<file path="config.mk">
export PLATFORM = sky130hd
export DESIGN_NAME = up_param_core
export DESIGN_NICKNAME = d
export VERILOG_FILES = /design/src/rtl/up_param_pkg.sv /design/src/rtl/up_call_stack.sv /design/src/rtl/up_param_core.sv
export SDC_FILE = /design/constraint.sdc
export NUM_CORES = 1
export LEC_CHECK = 0
export ABC_CLOCK_PERIOD_IN_PS = 2200
export BUFFER_PORTS_ARGS = -buffer_cell sky130_fd_sc_hd__buf_2
export CAP_MARGIN = 20
export CORE_MARGIN = 8
export CORE_UTILIZATION = 30
export CTS_BUF_LIST = sky130_fd_sc_hd__clkbuf_2 sky130_fd_sc_hd__clkbuf_4 sky130_fd_sc_hd__clkbuf_8
export CTS_CLUSTER_DIAMETER = 60
export DETAILED_ROUTE_END_ITERATION = 10
export GPL_TIMING_DRIVEN = 1
export PLACE_DENSITY = 0.56
export SETUP_SLACK_MARGIN = 0.02
export SLEW_MARGIN = 20
export SYNTH_ARGS = -nofsm -noshare
export SYNTH_HDL_FRONTEND = slang
export SYNTH_SLANG_ARGS = --single-unit
export TNS_END_PERCENT = 100
</file>
<file path="constraint.sdc">
create_clock -name clk -period 2.2 [get_ports clk]
set_clock_uncertainty 0.2 [all_clocks]
set_input_delay 0.11 -clock clk [delete_from_list [all_inputs] [get_ports clk]]
set_output_delay 0.11 -clock clk [all_outputs]
set_load 0.02 [all_outputs]
</file>
<file path="src/rtl/up_param_pkg.sv">
`default_nettype none
// ============================================================================
//  Module   : up_param_pkg
//  Purpose  : Shared definitions for the parametrised nibble core:
//             opcode encodings, control-state encoding, opcode width.
//  Revision : 1.0  initial release
// ============================================================================
package up_param_pkg;

    localparam int OP_W = 4;

    localparam logic [OP_W-1:0] OP_NOP  = 4'h0;
    localparam logic [OP_W-1:0] OP_LIT  = 4'h1;
    localparam logic [OP_W-1:0] OP_IN   = 4'h2;
    localparam logic [OP_W-1:0] OP_OUT  = 4'h3;
    localparam logic [OP_W-1:0] OP_LD   = 4'h4;
    localparam logic [OP_W-1:0] OP_ST   = 4'h5;
    localparam logic [OP_W-1:0] OP_ADD  = 4'h6;
    localparam logic [OP_W-1:0] OP_SUB  = 4'h7;
    localparam logic [OP_W-1:0] OP_NAND = 4'h8;
    localparam logic [OP_W-1:0] OP_CMP  = 4'h9;
    localparam logic [OP_W-1:0] OP_JMP  = 4'hA;
    localparam logic [OP_W-1:0] OP_JC   = 4'hB;
    localparam logic [OP_W-1:0] OP_JNC  = 4'hC;
    localparam logic [OP_W-1:0] OP_JZ   = 4'hD;
    localparam logic [OP_W-1:0] OP_CALL = 4'hE;
    localparam logic [OP_W-1:0] OP_RET  = 4'hF;

    typedef enum logic [1:0] {
        ST_FETCH = 2'd0,
        ST_EXEC  = 2'd1,
        ST_FAULT = 2'd2
    } state_e;

endpackage
`default_nettype wire

</file>
<file path="src/rtl/up_call_stack.sv">
`default_nettype none
// ============================================================================
//  Module   : up_call_stack
//  Purpose  : Return-address LIFO for CALL/RET. Pointer-based, no wrap-around;
//             push when full and pop when empty are ignored.
//  Ports    : clk, rst_n (async, active low)
//             push_i, pop_i   - stack operations (push has priority)
//             data_i          - address to push
//             data_o          - current top of stack ('0 when empty)
//             full_o, empty_o - occupancy status
//  Revision : 1.0  initial release
// ============================================================================
module up_call_stack #(
    parameter int ADDR_W      = 12,
    parameter int STACK_DEPTH = 4
) (
    input  logic              clk,
    input  logic              rst_n,
    input  logic              push_i,
    input  logic              pop_i,
    input  logic [ADDR_W-1:0] data_i,
    output logic [ADDR_W-1:0] data_o,
    output logic              full_o,
    output logic              empty_o
);
    import up_param_pkg::*;

    // Counter holds the number of valid entries, so it needs to reach STACK_DEPTH.
    localparam int PTR_W = $clog2(STACK_DEPTH + 1);

    logic [PTR_W-1:0]  cnt_q, cnt_d;
    logic [ADDR_W-1:0] mem_q [STACK_DEPTH];

    assign full_o  = (cnt_q == PTR_W'(STACK_DEPTH));
    assign empty_o = (cnt_q == '0);

    // Top of stack is the entry just below the count.
    always_comb begin
        data_o = '0;
        for (int i = 0; i < STACK_DEPTH; i++) begin
            if (cnt_q == PTR_W'(i + 1)) begin
                data_o = mem_q[i];
            end
        end
    end

    always_comb begin
        cnt_d = cnt_q;
        if (push_i && !full_o) begin
            cnt_d = cnt_q + PTR_W'(1);
        end else if (pop_i && !empty_o) begin
            cnt_d = cnt_q - PTR_W'(1);
        end
    end

    always_ff @(posedge clk or negedge rst_n) begin
        if (!rst_n) begin
            cnt_q <= '0;
            for (int i = 0; i < STACK_DEPTH; i++) begin
                mem_q[i] <= '0;
            end
        end else begin
            cnt_q <= cnt_d;
            for (int i = 0; i < STACK_DEPTH; i++) begin
                if (push_i && !full_o && (cnt_q == PTR_W'(i))) begin
                    mem_q[i] <= data_i;
                end
            end
        end
    end

endmodule
`default_nettype wire

</file>
<file path="src/rtl/up_param_core.sv">
`default_nettype none
// ============================================================================
//  Module   : up_param_core
//  Purpose  : Parametrised two-phase (fetch/execute) accumulator core with
//             C/Z flags, pushbutton input, output register and an optional
//             hardware call/return stack with sticky fault detection.
//  Macro    : UP_STACK_EN - when defined, CALL/RET use up_call_stack and stack
//             errors enter the FAULT state; otherwise CALL/RET act as NOP and
//             fault_o is tied low.
//  Ports    : clk, rst_n (async, active low)
//             pushbuttons_i   - read by IN
//             program_word_i  - {opcode, operand} = ROM[pc_o]
//             ram_rdata_i     - RAM[ram_addr_o]
//             pc_o, phase_o, instr_o, oprnd_o, accu_o, ff_out_o,
//             c_flag_o, z_flag_o, fault_o - debug observables
//             ram_addr_o, ram_wdata_o, ram_we_o - data RAM write port
//  Revision : 1.0  initial release
// ============================================================================
module up_param_core
    import up_param_pkg::*;
#(
    parameter int DATA_W      = 4,
    parameter int ADDR_W      = 12,
    parameter int STACK_DEPTH = 4
) (
    input  logic                   clk,
    input  logic                   rst_n,
    input  logic [DATA_W-1:0]      pushbuttons_i,
    input  logic [OP_W+ADDR_W-1:0] program_word_i,
    input  logic [DATA_W-1:0]      ram_rdata_i,
    output logic [ADDR_W-1:0]      pc_o,
    output logic [ADDR_W-1:0]      ram_addr_o,
    output logic [DATA_W-1:0]      ram_wdata_o,
    output logic                   ram_we_o,
    output logic                   phase_o,
    output logic [OP_W-1:0]        instr_o,
    output logic [ADDR_W-1:0]      oprnd_o,
    output logic [DATA_W-1:0]      accu_o,
    output logic [DATA_W-1:0]      ff_out_o,
    output logic                   c_flag_o,
    output logic                   z_flag_o,
    output logic                   fault_o
);

    state_e              state_q, state_d;
    logic [ADDR_W-1:0]   pc_q, pc_d;
    logic [OP_W-1:0]     instr_q, instr_d;
    logic [ADDR_W-1:0]   oprnd_q, oprnd_d;
    logic [DATA_W-1:0]   accu_q, accu_d;
    logic [DATA_W-1:0]   ff_q, ff_d;
    logic                c_q, c_d;
    logic                z_q, z_d;

    logic [ADDR_W-1:0]   pc_plus1;
    logic [DATA_W-1:0]   imm;
    logic [DATA_W:0]     add_ext;
    logic [DATA_W:0]     sub_ext;
    logic [DATA_W-1:0]   nand_res;

    assign pc_plus1 = pc_q + ADDR_W'(1);
    assign imm      = oprnd_q[DATA_W-1:0];
    assign add_ext  = {1'b0, accu_q} + {1'b0, imm};
    // MSB of the extended difference is the borrow; carry means "no borrow".
    assign sub_ext  = {1'b0, accu_q} - {1'b0, imm};
    assign nand_res = ~(accu_q & imm);

`ifdef UP_STACK_EN
    logic              stk_push;
    logic              stk_pop;
    logic [ADDR_W-1:0] stk_top;
    logic              stk_full;
    logic              stk_empty;

    up_call_stack #(
        .ADDR_W      (ADDR_W),
        .STACK_DEPTH (STACK_DEPTH)
    ) u_call_stack (
        .clk     (clk),
        .rst_n   (rst_n),
        .push_i  (stk_push),
        .pop_i   (stk_pop),
        .data_i  (pc_plus1),
        .data_o  (stk_top),
        .full_o  (stk_full),
        .empty_o (stk_empty)
    );
`else
    // Depth has no meaning without the stack; keep the parameter referenced.
    if (STACK_DEPTH < 1) begin : g_depth_unused
    end
`endif

    always_comb begin
        state_d = state_q;
        pc_d    = pc_q;
        instr_d = instr_q;
        oprnd_d = oprnd_q;
        accu_d  = accu_q;
        ff_d    = ff_q;
        c_d     = c_q;
        z_d     = z_q;
`ifdef UP_STACK_EN
        stk_push = 1'b0;
        stk_pop  = 1'b0;
`endif
        case (state_q)
            ST_FETCH: begin
                instr_d = program_word_i[OP_W+ADDR_W-1 -: OP_W];
                oprnd_d = program_word_i[ADDR_W-1:0];
                state_d = ST_EXEC;
            end
            ST_EXEC: begin
                state_d = ST_FETCH;
                pc_d    = pc_plus1;
                case (instr_q)
                    OP_LIT:  accu_d = imm;
                    OP_IN:   accu_d = pushbuttons_i;
                    OP_OUT:  ff_d   = accu_q;
                    OP_LD:   accu_d = ram_rdata_i;
                    OP_ADD: begin
                        accu_d = add_ext[DATA_W-1:0];
                        c_d    = add_ext[DATA_W];
                        z_d    = (add_ext[DATA_W-1:0] == '0);
                    end
                    OP_SUB: begin
                        accu_d = sub_ext[DATA_W-1:0];
                        c_d    = ~sub_ext[DATA_W];
                        z_d    = (sub_ext[DATA_W-1:0] == '0);
                    end
                    OP_NAND: begin
                        accu_d = nand_res;
                        c_d    = 1'b0;
                        z_d    = (nand_res == '0);
                    end
                    OP_CMP: begin
                        c_d = ~sub_ext[DATA_W];
                        z_d = (sub_ext[DATA_W-1:0] == '0);
                    end
                    OP_JMP:  pc_d = oprnd_q;
                    OP_JC:   if (c_q)  pc_d = oprnd_q;
                    OP_JNC:  if (!c_q) pc_d = oprnd_q;
                    OP_JZ:   if (z_q)  pc_d = oprnd_q;
`ifdef UP_STACK_EN
                    OP_CALL: begin
                        if (stk_full) begin
                            pc_d    = pc_q;
                            state_d = ST_FAULT;
                        end else begin
                            stk_push = 1'b1;
                            pc_d     = oprnd_q;
                        end
                    end
                    OP_RET: begin
                        if (stk_empty) begin
                            pc_d    = pc_q;
                            state_d = ST_FAULT;
                        end else begin
                            stk_pop = 1'b1;
                            pc_d    = stk_top;
                        end
                    end
`endif
                    default: ;
                endcase
            end
            ST_FAULT: ;
            default:  state_d = ST_FETCH;
        endcase
    end

    always_ff @(posedge clk or negedge rst_n) begin
        if (!rst_n) begin
            state_q <= ST_FETCH;
            pc_q    <= '0;
            instr_q <= '0;
            oprnd_q <= '0;
            accu_q  <= '0;
            ff_q    <= '0;
            c_q     <= 1'b0;
            z_q     <= 1'b0;
        end else begin
            state_q <= state_d;
            pc_q    <= pc_d;
            instr_q <= instr_d;
            oprnd_q <= oprnd_d;
            accu_q  <= accu_d;
            ff_q    <= ff_d;
            c_q     <= c_d;
            z_q     <= z_d;
        end
    end

    // Decoded from the state register so reset removes the strobe immediately.
    assign ram_we_o    = (state_q == ST_EXEC) && (instr_q == OP_ST);
    assign phase_o     = (state_q != ST_FETCH);
    assign pc_o        = pc_q;
    assign ram_addr_o  = oprnd_q;
    assign ram_wdata_o = accu_q;
    assign instr_o     = instr_q;
    assign oprnd_o     = oprnd_q;
    assign accu_o      = accu_q;
    assign ff_out_o    = ff_q;
    assign c_flag_o    = c_q;
    assign z_flag_o    = z_q;
`ifdef UP_STACK_EN
    assign fault_o     = (state_q == ST_FAULT);
`else
    assign fault_o     = 1'b0;
`endif

endmodule
`default_nettype wire

</file>
==> run_results.csv <==
group,metric,value,unit
final_layout,nets,411,
grt,grt_overflow,0,
yosys,synth_xor_area_frac,0.01333,
critical_path,crit_slowest_cell,"dfrtp_2",
floorplan,die_w,109.6,um
critical_path,critPathMaxStageDelay,430,ps
timing,hold_viol,0,
clocking,clk_path_buf_depth,2,
job,maxCapViolCount,0,
yosys,synth-seq-cells,39,
yosys,synth_area_leader_cell,"dfrtp_1",
grt,grt_start_max_net_pins,40,
final_layout,multi_input_area,1400,um2
critical_path,crit_fanout,3,
final_layout,fin_cells,483,
final_layout,area_growth,32.03,%
critical_path,critPathLaunchType,"flop",
status,outcome,"finished clean",
critical_path,crit_path_end_kind,"flop",
yosys,synth_top_family_by_area,"compound AO/OA/AOI/OAI gates",
yosys,synth_fp_nets,314,
timing,fmax,458.0,MHz
grt,grt_pass1_vias,2456,
yosys,synth_mux_area_frac,0.1199,
yosys,async_reset_ff_frac,1.000,
grt,antenna_found_initial,0,
yosys,synth.distinct_cells,52,
final_layout,drive_gt1_frac,0.3973,
clocking,cts-root-buf,"clkbuf_8",
final_layout,antenna_cells,0,
detailed_routing,routedWlPerCell,16.23,um
clocking,cts_tree,"done",
clocking,clock-sinks,39,
detailed_routing,drt_first_pass_iters,4,
clocking,insertion_delay,290,ps
timing,fin_hold_ws,183.1,ps
floorplan,rows,34,
yosys,ys_warn_count,0,
floorplan,coreArea,8593,um2
timing,setup_violations,0,
yosys,synthTopCellsByArea,"dfrtp_1 37%, mux2_2 6.9%, buf_4 5.4%",
detailed_routing,wirelength,7839,um
yosys,syn_area_per_cell,9.490,um2
final_layout,utilization,0.4039,
pwr,p_per_area,876.5,nW/um2
floorplan,dieArea,12010,um2
floorplan,die_h,109.6,um
timing,finalMaxSlewViolations,0,
floorplan,initial_utilization,0.3059,
placement,hpwl,5980,um
clocking,clk_pin_slew,80,ps
floorplan,ioPinCount,83,
timing,fin_crit_sh,0.9925,
placement,gp_congestion,0.8847,
final_layout,fill_cells,886,
yosys,ys_seq_area_frac,0.3713,
timing,rsz0062_at_grt,"yes",
detailed_routing,dr_total_vias,2429,
timing,tightest_slew,522.2,ps
critical_path,cp_num_buf_inv,1,
yosys,synth_compound_area_frac,0.1809,
grt,grt_pass1_wl,12470,um
yosys,synth_cells,277,
final_layout,seqCellArea,982.2,um2
yosys,synth_top_area_share,0.3713,
pwr,ir_drop,0.0004827,V
grt,grt_usage,0.1302,
yosys,synth-main-ff-cell,"dfrtp_1",
clocking,h-tree-depth,2,
detailed_routing,drt-vias-per-instance,5.029,
yosys,synth-simple-area-share,0.1428,
yosys,syn_area,2629,um2
critical_path,required,2200,ps
timing,setup_slack,16.50,ps
detailed_routing,drc_errors,0,
placement,dp.cells,457,
placement,port-buffer-count,81,
detailed_routing,ant_nets,0,
yosys,synth_fa_ha_area_frac,0.05807,
min_path,hold_path.class,"primary input to flop",
clocking,cts_inserted_buffers,5,
placement,dpl_worst_slack,-10.18,ps
critical_path,cp_cell_sequence,"ha_2 -> fa_2 -> xor2_2 -> buf_4 -> o2111ai_1 -> o32a_1 -> o31ai_1",
pwr,total_power,0.003042,W
critical_path,critPathKind,"flop to flop",
yosys,synth_edf_count,0,
pwr,p_leak,1.672,nW
timing,max_slew_margin,0.6519,
timing,fin_crit,2184,ps
critical_path,worstPathArrival,2180,ps
critical_path,crit_family,"adder cells",
detailed_routing,first_iter_violations,113,
==> what timing repair did <==
action | CTS | global route
pin swaps | 1 | 4
resized for setup | 3 | 11
hold buffers | 17 | 0
endpoints found under the setup margin | 3 | 12
setup buffers | 0 | 1
endpoints found under the hold margin | 55 | 0
==> flip-flops by register name, indices dropped and copies added, names as in the netlist <==
name / flops
c_flag_o: 1
state_q: 1
z_flag_o: 1
ff_out_o: 4
pc_o: 12
accu_o: 4
instr_o: 4
oprnd_o: 12
==> per-stage QoR <==
stage                     area (um2)  TNS [ps]
after global placement          3131         0
final                           3471         0
after CTS                       3430         0
after global routing            3471    -55.56
after detailed placement        3131    -10.18
after floorplan                 2633         0
==> worst min-delay path, cell delays in order <==
cell	delay, ps
buf_2	100
nand2_1	50
a21o_1	130
o221a_1	190
o31ai_2	60
==> cells in the final DEF (no fill, tap or decap), types with 11 or more instances in the layout <==
cell / n
buf_2: 81
dfrtp_1: 34
nand2_1: 24
buf_4: 22
inv_1: 19
dlygate4sd3_1: 17
mux2_2: 16
o21ai_0: 15
mux2i_1: 12
nor2_1: 11
==> metal layers <==
metal  vias up  part of all wire  GRT usage
li1       1168                 -          -
met4         0            0.0071    0.02604
met5         -                 0          0
met2        85              0.49     0.2287
met1      1171              0.43     0.1567
met3         5             0.072    0.03341
==> cells by family after synthesis <==
kind of cell               Yosys count
DFF                                 39
buffers and inverters               51
muxes                               29
AOI/OAI and AO/OA                   69
xor gates and xnor gates             4
adders and majority gates           11
and+or+nand+nor                     73
other                                1
==> final cells by class <==
cell class | instances | area share
multi-input cells | 187 | 0.4034
flip-flops and latches | 39 | 0.2830
repair buffers | 121 | 0.2192
well taps | 108 | 0.03893
clock buffers | 6 | 0.02379
inverters | 20 | 0.02163
clock inverters | 2 | 0.01009
==> where the power goes <==
group          switching (W)  leakage (nW)  internal, W
clock network       0.000262        0.0612     0.000367
logic               0.000760          1.16     0.000561
registers           0.000203         0.447     0.000888
total                0.00123          1.67      0.00182
==> Yosys cell counts (all sizes together), types with 5 or more instances <==
cell and instances:
dfrtp 39, buf 28, nand2 24, inv 20
o21ai 19, mux2 17, mux2i 12, nor2 11
a21oi 10, a22oi 10, ha 9, nand3 8
a31oi 7, nor2b 5, nor3b 5
==> worst paths after layout <==
kind                       slack (ps)                 endpoint                     from  cells after the start
max                                20     z_flag_o$_DFFE_PN0P_   oprnd_o[0]$_DFFE_PN0N_                      7
min                               180    accu_o[3]$_DFFE_PN0P_         pushbuttons_i[3]                      5
max reg2reg                        20     z_flag_o$_DFFE_PN0P_   oprnd_o[0]$_DFFE_PN0N_                      7
min reg2reg                       280  ff_out_o[0]$_DFFE_PN0P_  ff_out_o[0]$_DFFE_PN0P_                      2
max in group asynchronous        1200   instr_o[1]$_DFFE_PN0N_                    rst_n                      3
min in group asynchronous         210    accu_o[3]$_DFFE_PN0P_                    rst_n                      3
No activity file was read; power rests on OpenSTA's default activity.
